--- config.mk ---
export PLATFORM = sky130hd
export DESIGN_NAME = hazard_control_unit
export DESIGN_NICKNAME = d
export VERILOG_FILES = /design/src/rtl/hazard_pkg.sv /design/src/rtl/hazard_control_unit_sat_counter.sv /design/src/rtl/hazard_control_unit.sv
export SDC_FILE = /design/constraint.sdc
export NUM_CORES = 1
export LEC_CHECK = 0
export BUFFER_PORTS_ARGS = -buffer_cell sky130_fd_sc_hd__buf_2
export CAP_MARGIN = 10
export CORE_ASPECT_RATIO = 0.9
export CORE_MARGIN = 2
export CORE_UTILIZATION = 40
export CTS_CLUSTER_DIAMETER = 40
export DETAILED_ROUTE_END_ITERATION = 8
export PLACE_DENSITY_LB_ADDON = 0.12
export SYNTH_ARGS = -nofsm -noshare
export SYNTH_HDL_FRONTEND = slang
export SYNTH_SLANG_ARGS = --single-unit
--- constraint.sdc ---
create_clock -name clk -period 2 [get_ports clk]
set_input_delay 0.1 -clock clk [delete_from_list [all_inputs] [get_ports clk]]
set_output_delay 0.1 -clock clk [all_outputs]
set_load 0.01 [all_outputs]
--- src/rtl/hazard_pkg.sv ---
// Shared types and defaults for the pipeline hazard controller.
package hazard_pkg;

    typedef enum logic [1:0] {
        ST_RUN      = 2'd0,
        ST_MEM_WAIT = 2'd1,
        ST_FAULT    = 2'd2,
        ST_ILLEGAL  = 2'd3
    } state_e;

    localparam int DEFAULT_TIMEOUT_LIMIT = 255;
    localparam int DEFAULT_CNT_W         = 16;

endpackage

--- src/rtl/hazard_control_unit_sat_counter.sv ---
// Saturating up-counter with async reset and synchronous clear.
module sat_counter #(
    parameter int WIDTH = 16
) (
    input  logic             clk,
    input  logic             rst,
    input  logic             clear,
    input  logic             inc,
    output logic [WIDTH-1:0] count
);

    logic [WIDTH-1:0] r_count;

    always_ff @(posedge clk or posedge rst) begin
        if (rst) begin
            r_count <= '0;
        end else if (clear) begin
            r_count <= '0;
        end else if (inc && (r_count != '1)) begin
            r_count <= r_count + WIDTH'(1);
        end
    end

    assign count = r_count;

endmodule

--- src/rtl/hazard_control_unit.sv ---
// Stall/flush control for a 5-stage pipeline: load-use, taken branch,
// and data-memory wait with timeout fault.
module hazard_control_unit
    import hazard_pkg::*;
#(
    parameter int TIMEOUT_LIMIT = DEFAULT_TIMEOUT_LIMIT,
    parameter int CNT_W         = DEFAULT_CNT_W
) (
    input  logic             clk,
    input  logic             rst,
    input  logic             ID_EX_MemRead,
    input  logic [4:0]       ID_EX_rd,
    input  logic [4:0]       IF_ID_rs1,
    input  logic [4:0]       IF_ID_rs2,
    input  logic             EX_branch_taken,
    input  logic             dmem_req,
    input  logic             dmem_ready,
    output logic             PC_write,
    output logic             IF_ID_write,
    output logic             ID_EX_write,
    output logic             EX_MEM_write,
    output logic             IF_ID_flush,
    output logic             ID_EX_flush,
    output logic             mem_timeout,
    output logic [CNT_W-1:0] stall_cycles,
    output logic [CNT_W-1:0] flush_count,
    output logic [1:0]       state
);

    localparam int WAIT_W = $clog2(TIMEOUT_LIMIT + 1);
    localparam logic [WAIT_W-1:0] WAIT_LIMIT = WAIT_W'(TIMEOUT_LIMIT);

    state_e            r_state;
    state_e            w_next_state;
    logic [WAIT_W-1:0] r_wait_cnt;
    logic [WAIT_W-1:0] w_wait_next;
    logic              r_mem_timeout;
    logic              w_load_use;
    logic              w_release;

    assign w_load_use = ID_EX_MemRead && (ID_EX_rd != 5'd0) &&
                        ((ID_EX_rd == IF_ID_rs1) || (ID_EX_rd == IF_ID_rs2));

    always_comb begin
        w_next_state = r_state;
        w_wait_next  = r_wait_cnt;
        w_release    = 1'b0;
        case (r_state)
            ST_RUN: begin
                if (dmem_req && !dmem_ready) begin
                    w_next_state = ST_MEM_WAIT;
                    w_wait_next  = WAIT_W'(1);
                end else begin
                    w_release = 1'b1;
                end
            end
            ST_MEM_WAIT: begin
                if (dmem_ready) begin
                    w_release    = 1'b1;
                    w_next_state = ST_RUN;
                    w_wait_next  = '0;
                end else if (r_wait_cnt == WAIT_LIMIT) begin
                    w_next_state = ST_FAULT;
                end else begin
                    w_wait_next = r_wait_cnt + WAIT_W'(1);
                end
            end
            ST_FAULT: begin
                w_next_state = ST_FAULT;
            end
            default: begin
                w_next_state = ST_RUN;
                w_wait_next  = '0;
            end
        endcase
    end

    // Released pipeline: branch flush outranks the load-use bubble.
    always_comb begin
        PC_write     = 1'b0;
        IF_ID_write  = 1'b0;
        ID_EX_write  = 1'b0;
        EX_MEM_write = 1'b0;
        IF_ID_flush  = 1'b0;
        ID_EX_flush  = 1'b0;
        if (w_release && !rst) begin
            PC_write     = 1'b1;
            IF_ID_write  = 1'b1;
            ID_EX_write  = 1'b1;
            EX_MEM_write = 1'b1;
            if (EX_branch_taken) begin
                IF_ID_flush = 1'b1;
                ID_EX_flush = 1'b1;
            end else if (w_load_use) begin
                PC_write    = 1'b0;
                IF_ID_write = 1'b0;
                ID_EX_flush = 1'b1;
            end
        end
    end

    always_ff @(posedge clk or posedge rst) begin
        if (rst) begin
            r_state       <= ST_RUN;
            r_wait_cnt    <= '0;
            r_mem_timeout <= 1'b0;
        end else begin
            r_state       <= w_next_state;
            r_wait_cnt    <= w_wait_next;
            r_mem_timeout <= r_mem_timeout | (w_next_state == ST_FAULT);
        end
    end

    sat_counter #(.WIDTH(CNT_W)) u_stall_cnt (
        .clk   (clk),
        .rst   (rst),
        .clear (1'b0),
        .inc   (!PC_write),
        .count (stall_cycles)
    );

    sat_counter #(.WIDTH(CNT_W)) u_flush_cnt (
        .clk   (clk),
        .rst   (rst),
        .clear (1'b0),
        .inc   (IF_ID_flush),
        .count (flush_count)
    );

    assign mem_timeout = r_mem_timeout;
    assign state       = r_state;

endmodule

Word-level counts from Yosys, hierarchy flattened --
Index checks and enable logic that the tools add are counted.
Cells by class: add/sub/neg operators 3, $mul 0, divide/modulo/power cells 0, order comparisons 0, equal/unequal tests 10, shift operators 0, mux-type cells 20, bitwise operators 2, reductions and logical operators 13
Operators by type and width (number):
- adder 16 x 1 -> 16 bit (second input constant) | 2
- inequality test 16 bit (second input constant) | 2
- two-way mux 8 bit | 3
- one-hot mux 8 bit (3 select lines) | 1
- two-way mux 1 bit | 11
- == test 5 bit | 2
- adder 8 x 1 -> 8 bit (second input constant) | 1
- == test 8 bit (second input constant) | 1
- logical AND 1 bit | 6
- two-way mux 2 bit | 3
- one-hot mux 2 bit (3 select lines) | 1
- nonzero test 5 bit | 1
- == test 2 bit (second input constant) | 2
- zero test 1 bit | 3
- inequality test 3 bit (second input constant) | 1
- AND reduction 3 bit | 1
- == test 2 x 1 -> 1 bit (second input constant) | 1
- zero test 2 bit | 1
- inequality test 2 bit (second input constant) | 1
- one-hot mux 1 bit (2 select lines) | 1
- logical OR 1 bit | 1
- NOT 1 bit | 1
- OR 1 bit | 1
Word-level totals: register bits after elaboration 43, latch bits 0, bits in writable memories 0, memory bits (read-only) 0, input bits 21, output and inout port bits 41, logic and storage cells 53, memories kept 0

Longest topological paths before layout --
depth in word-level cells 8, mapped depth 8, depth with buffers taken out 7

Modules after synthesis --
Synthesis repeated with hierarchy kept, for this count alone.
Second synthesis, totals: cells, all modules 289, area, all modules 2660.1 sq um
By module, submodules not included:
- sat_counter | instances 2, cells an instance 101, area an instance 932.1 sq um, seq. area each 400.4 sq um
- hazard_control_unit | instances 1, cells an instance 87, area an instance 795.8 sq um, seq. area each 275.3 sq um

Worst setup path before layout --
No wires, ideal clock.
kind input-to-reg, start in rst, end reg u_flush_cnt.r_count[1] (netlist: u_flush_cnt.count[1]), library setup time 0.125 ns, arrival 2.346 ns, required time 1.875 ns, path slack -0.472 ns, stages on the path 7, buffers on the path 2, cell sequence inv_1 -> o211a_1 -> and2_0 -> clkbuf_1 -> and2_4 -> buf_6 -> mux2_4
Between the ends: longest elaborated chain between the ends 4
Ends and longest elaborated chain:
- start: declaration | RTL line hazard_control_unit.sv:10 | input logic rst,
- zero test 1 bit (no source line)
- logical AND 1 bit | RTL line hazard_control_unit.sv:86 | if (w_release && !rst) begin
- two-way mux 1 bit | RTL line hazard_control_unit.sv:86
- net IF_ID_flush | RTL line hazard_control_unit.sv:22 | output logic IF_ID_flush,
- logical AND 1 bit | RTL line hazard_control_unit_sat_counter.sv:19 | end else if (inc && (r_count != '1)) begin
- end signal: assignment | RTL line hazard_control_unit_sat_counter.sv:20 | r_count <= r_count + WIDTH'(1);
- end: declaration | RTL line hazard_control_unit_sat_counter.sv:12 | logic [WIDTH-1:0] r_count;
The timed path passes the listed nets, and every way through them passes these cells. A chain may end at the register's enable or synchronous reset.

Worst setup path after layout --
start reg u_stall_cnt.r_count[1] (netlist: u_stall_cnt.count[1]), end reg u_stall_cnt.r_count[1] (netlist: u_stall_cnt.count[1])
Between the ends: longest elaborated chain between the ends 2, elaborated cells between the ends (all ways) 3, those cells by class 1 x add/sub; 1 x eq/ne; 1 x reduce/logical
Ends and longest elaborated chain (RTL line):
- start: declaration | hazard_control_unit_sat_counter.sv:12
- start signal: assignment | hazard_control_unit_sat_counter.sv:20
- parallel branches: the longest is 2 deep, another holds adder 16 x 1 -> 16 bit
Several ways; the timed one is not identified.

==> flow_summary.yaml <==
global_routing:
  grt_pass1_wl_microns: 7850
  grt_antenna_before_repair: 0
  grt_max_degree: 44
  grt.overflow.total: 0
  grt_pass1_vias: 1692
  grt_usage_pct: 15.6
floorplanning:
  ios: 62
  core.rowCount: 25
  die_h_microns: 75.1
  die_w_microns: 83.0
  core_area_sq_um: 5350
  initial_core_util_pct: 42.0
  die_area_sq_um: 6240
worst_setup_path:
  critPathLaunch: "u_stall_cnt.count[1]$_DFFE_PP0P_"
  endpoint_kind: "flop"
  crit_type: "flop to flop"
  start_kind: "flop"
  cp_data_arrival_time_ns: 2.05
  crit_path_max_fanout: 5
  required_ns: 2.18
  rr_startpoint: "u_stall_cnt.count[1]$_DFFE_PP0P_"
synth:
  synth_top_area_share_pct: 47.9
  synth-warning-count: 0
  seq_area_frac_synth_pct: 47.9
  syn_avg_cell_area_sq_um: 10.2
  synth_cells: 220
  synth_seq_cells: 43
  synth_cell_types: 41
  synthTopCellsByArea: "dfrtp_1 (48%), xnor2_1 (8.6%), xor2_1 (7.0%)"
  synth.net_count: 244
  synth_area_sq_um: 2250
  yosysTopAreaCell: "dfrtp_1"
timing:
  post-route-min-period_ns: 1.88
  finalHoldViolCount: 17
  final.setup.tns_ns: 0
  min_period_over_period_pct: 94.0
  maxSlewViolCount: 0
  rsz0062_at_grt: "no"
  finClkSkew_ns: 0.00994
  fmax_mhz: 532
  timing.hold.ws_ns: -0.0142
  worst-slew-pin-transition_ns: 0.532
  finalSetupViolations: 0
  slew_headroom_pct: 64.5
routing:
  drt_wl_total_microns: 4770
  ant_nets: 0
  viasPerCell: 5.14
  wl_per_cell_microns: 13.2
  vias: 1855
  dr.pass1.iters: 4
  route.detailed.drc: 0
  drt-initial-drc-count: 111
clock_network:
  postCtsHoldBufs: 0
  cts_max_path_buffers: 2
  cts_tree: "done"
  clk_pin_slew_ns: 0.08
  cts_resized: 0
  h-tree-depth: 2
  cts_buffers: 5
  root_buffer: "clkbuf_8"
  clock_sinks: 43
  insertion_delay_ns: 0.29
power_and_ir_drop:
  p_clk_share_pct: 31.1
  p_leak_nw: 1.38
  p_comb_share_pct: 23.6
  peakVddDrop_v: 0.000604
  p_sw_w: 0.000742
  p_sw_share_pct: 29.2
  power_frac_seq_pct: 45.4
  internal-power_w: 0.00180
  power_density_nw_per_um2: 897
run_status:
  violations: "hold timing"
  run_status: "finished, violations left"
flow_run:
  maxCapViolCount: 0
layout:
  diodes: 0
  final_area_sq_um: 2840
  drive_gt1_share_pct: 31.3
  syn2layout_area_growth_pct: 26.1
  nNetsFinal: 317
place:
  place.gp.congestion: 0.816
  hpwl_microns: 3460
  io_buffers: 61
  dpl_cell_area_sq_um: 2690
hold_path:
  hold_class: "input pin to async pin"
## worst paths after layout
kind | to | slack [ns] | cells after the start
max | u_stall_cnt.count[1]$_DFFE_PP0P_ | 0.12 | 6
min | r_wait_cnt[0]$_DFFE_PP0P_ | -0.01 | 3
max reg2reg | u_stall_cnt.count[1]$_DFFE_PP0P_ | 0.12 | 6
min reg2reg | mem_timeout$_DFF_PP0_ | 0.48 | 1
max in group asynchronous | r_wait_cnt[6]$_DFFE_PP0P_ | 1.63 | 3
min in group clk | state[0]$_DFF_PP0_ | 0.02 | 2
## placed cells by master (no fill, tap or decap), types with 2 or more instances in the layout
master | netlist | layout
o31ai_1 | 3 | 3
nand2b_1 | 2 | 2
inv_1 | 7 | 6
xor2_1 | 18 | 18
buf_2 | 0 | 61
or2_2 | 4 | 4
nand4_1 | 12 | 12
clkbuf_8 | 0 | 5
buf_4 | 3 | 10
nand2_1 | 13 | 13
bufinv_16 | 0 | 2
nand3_1 | 20 | 20
nor3_1 | 4 | 4
xnor2_1 | 22 | 22
o21ai_1 | 2 | 2
dfrtp_1 | 43 | 43
mux2_4 | 1 | 2
and4_1 | 4 | 4
ha_1 | 3 | 3
nor2_1 | 14 | 14
and3_1 | 9 | 9
o21ai_0 | 12 | 12
## critical path, cell delays in order, from the launching register on
cell and delay [ns]:
dfrtp_1 0.42, ha_1 0.23, nand3_1 0.11, nor4_1 0.07, or3_1 0.39, o21ai_4 0.23, mux2_4 0.32
## synthesized netlist by cell type, drive strengths merged
master   number
o22ai         1
a21o          1
a22o          1
nand2        13
nand2b        2
o311a         1
xor2         18
o31ai         3
nor3          4
nor4          1
a21oi         1
a22oi         1
ha            3
nor2         14
and3          9
o21ai        15
or4           1
a31oi         1
or3           1
o211a         1
nand3b        1
inv           7
or2           4
and2          2
xnor2        22
nand4        13
mux2          3
buf           4
dfrtp        43
o21a          1
clkbuf        2
nand3        20
a2111oi       1
and4          5
## final cells by class
class,instances,area (sq um)
fill,503,2510
multi-input combinational,165,1130
sequential,43,1080
timing repair buffer,71,380
tap,67,83.8
clock buffer,6,72.6
clock inverter,2,60.1
inverter,7,30.0
## routing by layer
metal / part of all wire, % / GRT usage [%] / vias up
li1: - / - / 928
met1: 50 / 21.9 / 864
met2: 44 / 24.5 / 57
met3: 4.8 / 3.40 / 6
met4: 1.1 / 5.46 / 0
met5: 0 / 0 / -
## power by group through the flow
stage	Sequential [W]	Combinational, W	Clock, W
floorplan	0.00121	0.000302	0
global placement	0.00117	0.000596	0
detailed placement	0.00117	0.000600	0
CTS	0.00115	0.000602	0.000815
global route	0.00118	0.000667	0.000858
finish	0.00115	0.000600	0.000790
## timing repair
action                     CTS  global route
setup endpoints to repair    0             5
hold endpoints to repair     0             0
setup buffers                0             1
## sequential cells by signal, summed over array words and instances (netlist names)
| name | cells |
|---|---|
| u_flush_cnt.count | 16 |
| mem_timeout | 1 |
| state | 2 |
| u_stall_cnt.count | 16 |
| r_wait_cnt | 8 |
## stage by stage
stage | total power [W] | util [%] | worst slack (ns) | instances | hold slack (ns)
2_1_floorplan | 0.00151 | - | -0.0367 | 220 | 0.106
3_3_place_gp | 0.00176 | 50.2 | 0.136 | 351 | 0.326
3_5_place_dp | 0.00177 | 50.2 | 0.0964 | 351 | 0.330
4_1_cts | 0.00257 | 52.7 | 0.0793 | 359 | 0.0127
5_1_grt | 0.00270 | 53.0 | 0.000389 | 361 | 0.0183
6_report | 0.00254 | 53.0 | 0.120 | 361 | -0.0142
## kinds of logic (layout without fill, tap and decap cells)
group	after synthesis	in the layout	share of synthesized area, %
flip-flops	43	43	47.9
AND/OR/NAND/NOR	90	90	22.3
XOR/XNOR	40	40	15.6
adder cells (fa/ha/maj)	3	3	1.67
multiplexers	3	3	1.67
AO/OA/AOI/OAI	28	29	7.96
buffers and inverters	13	86	3.01
No activity file was read; power rests on OpenSTA's default activity.
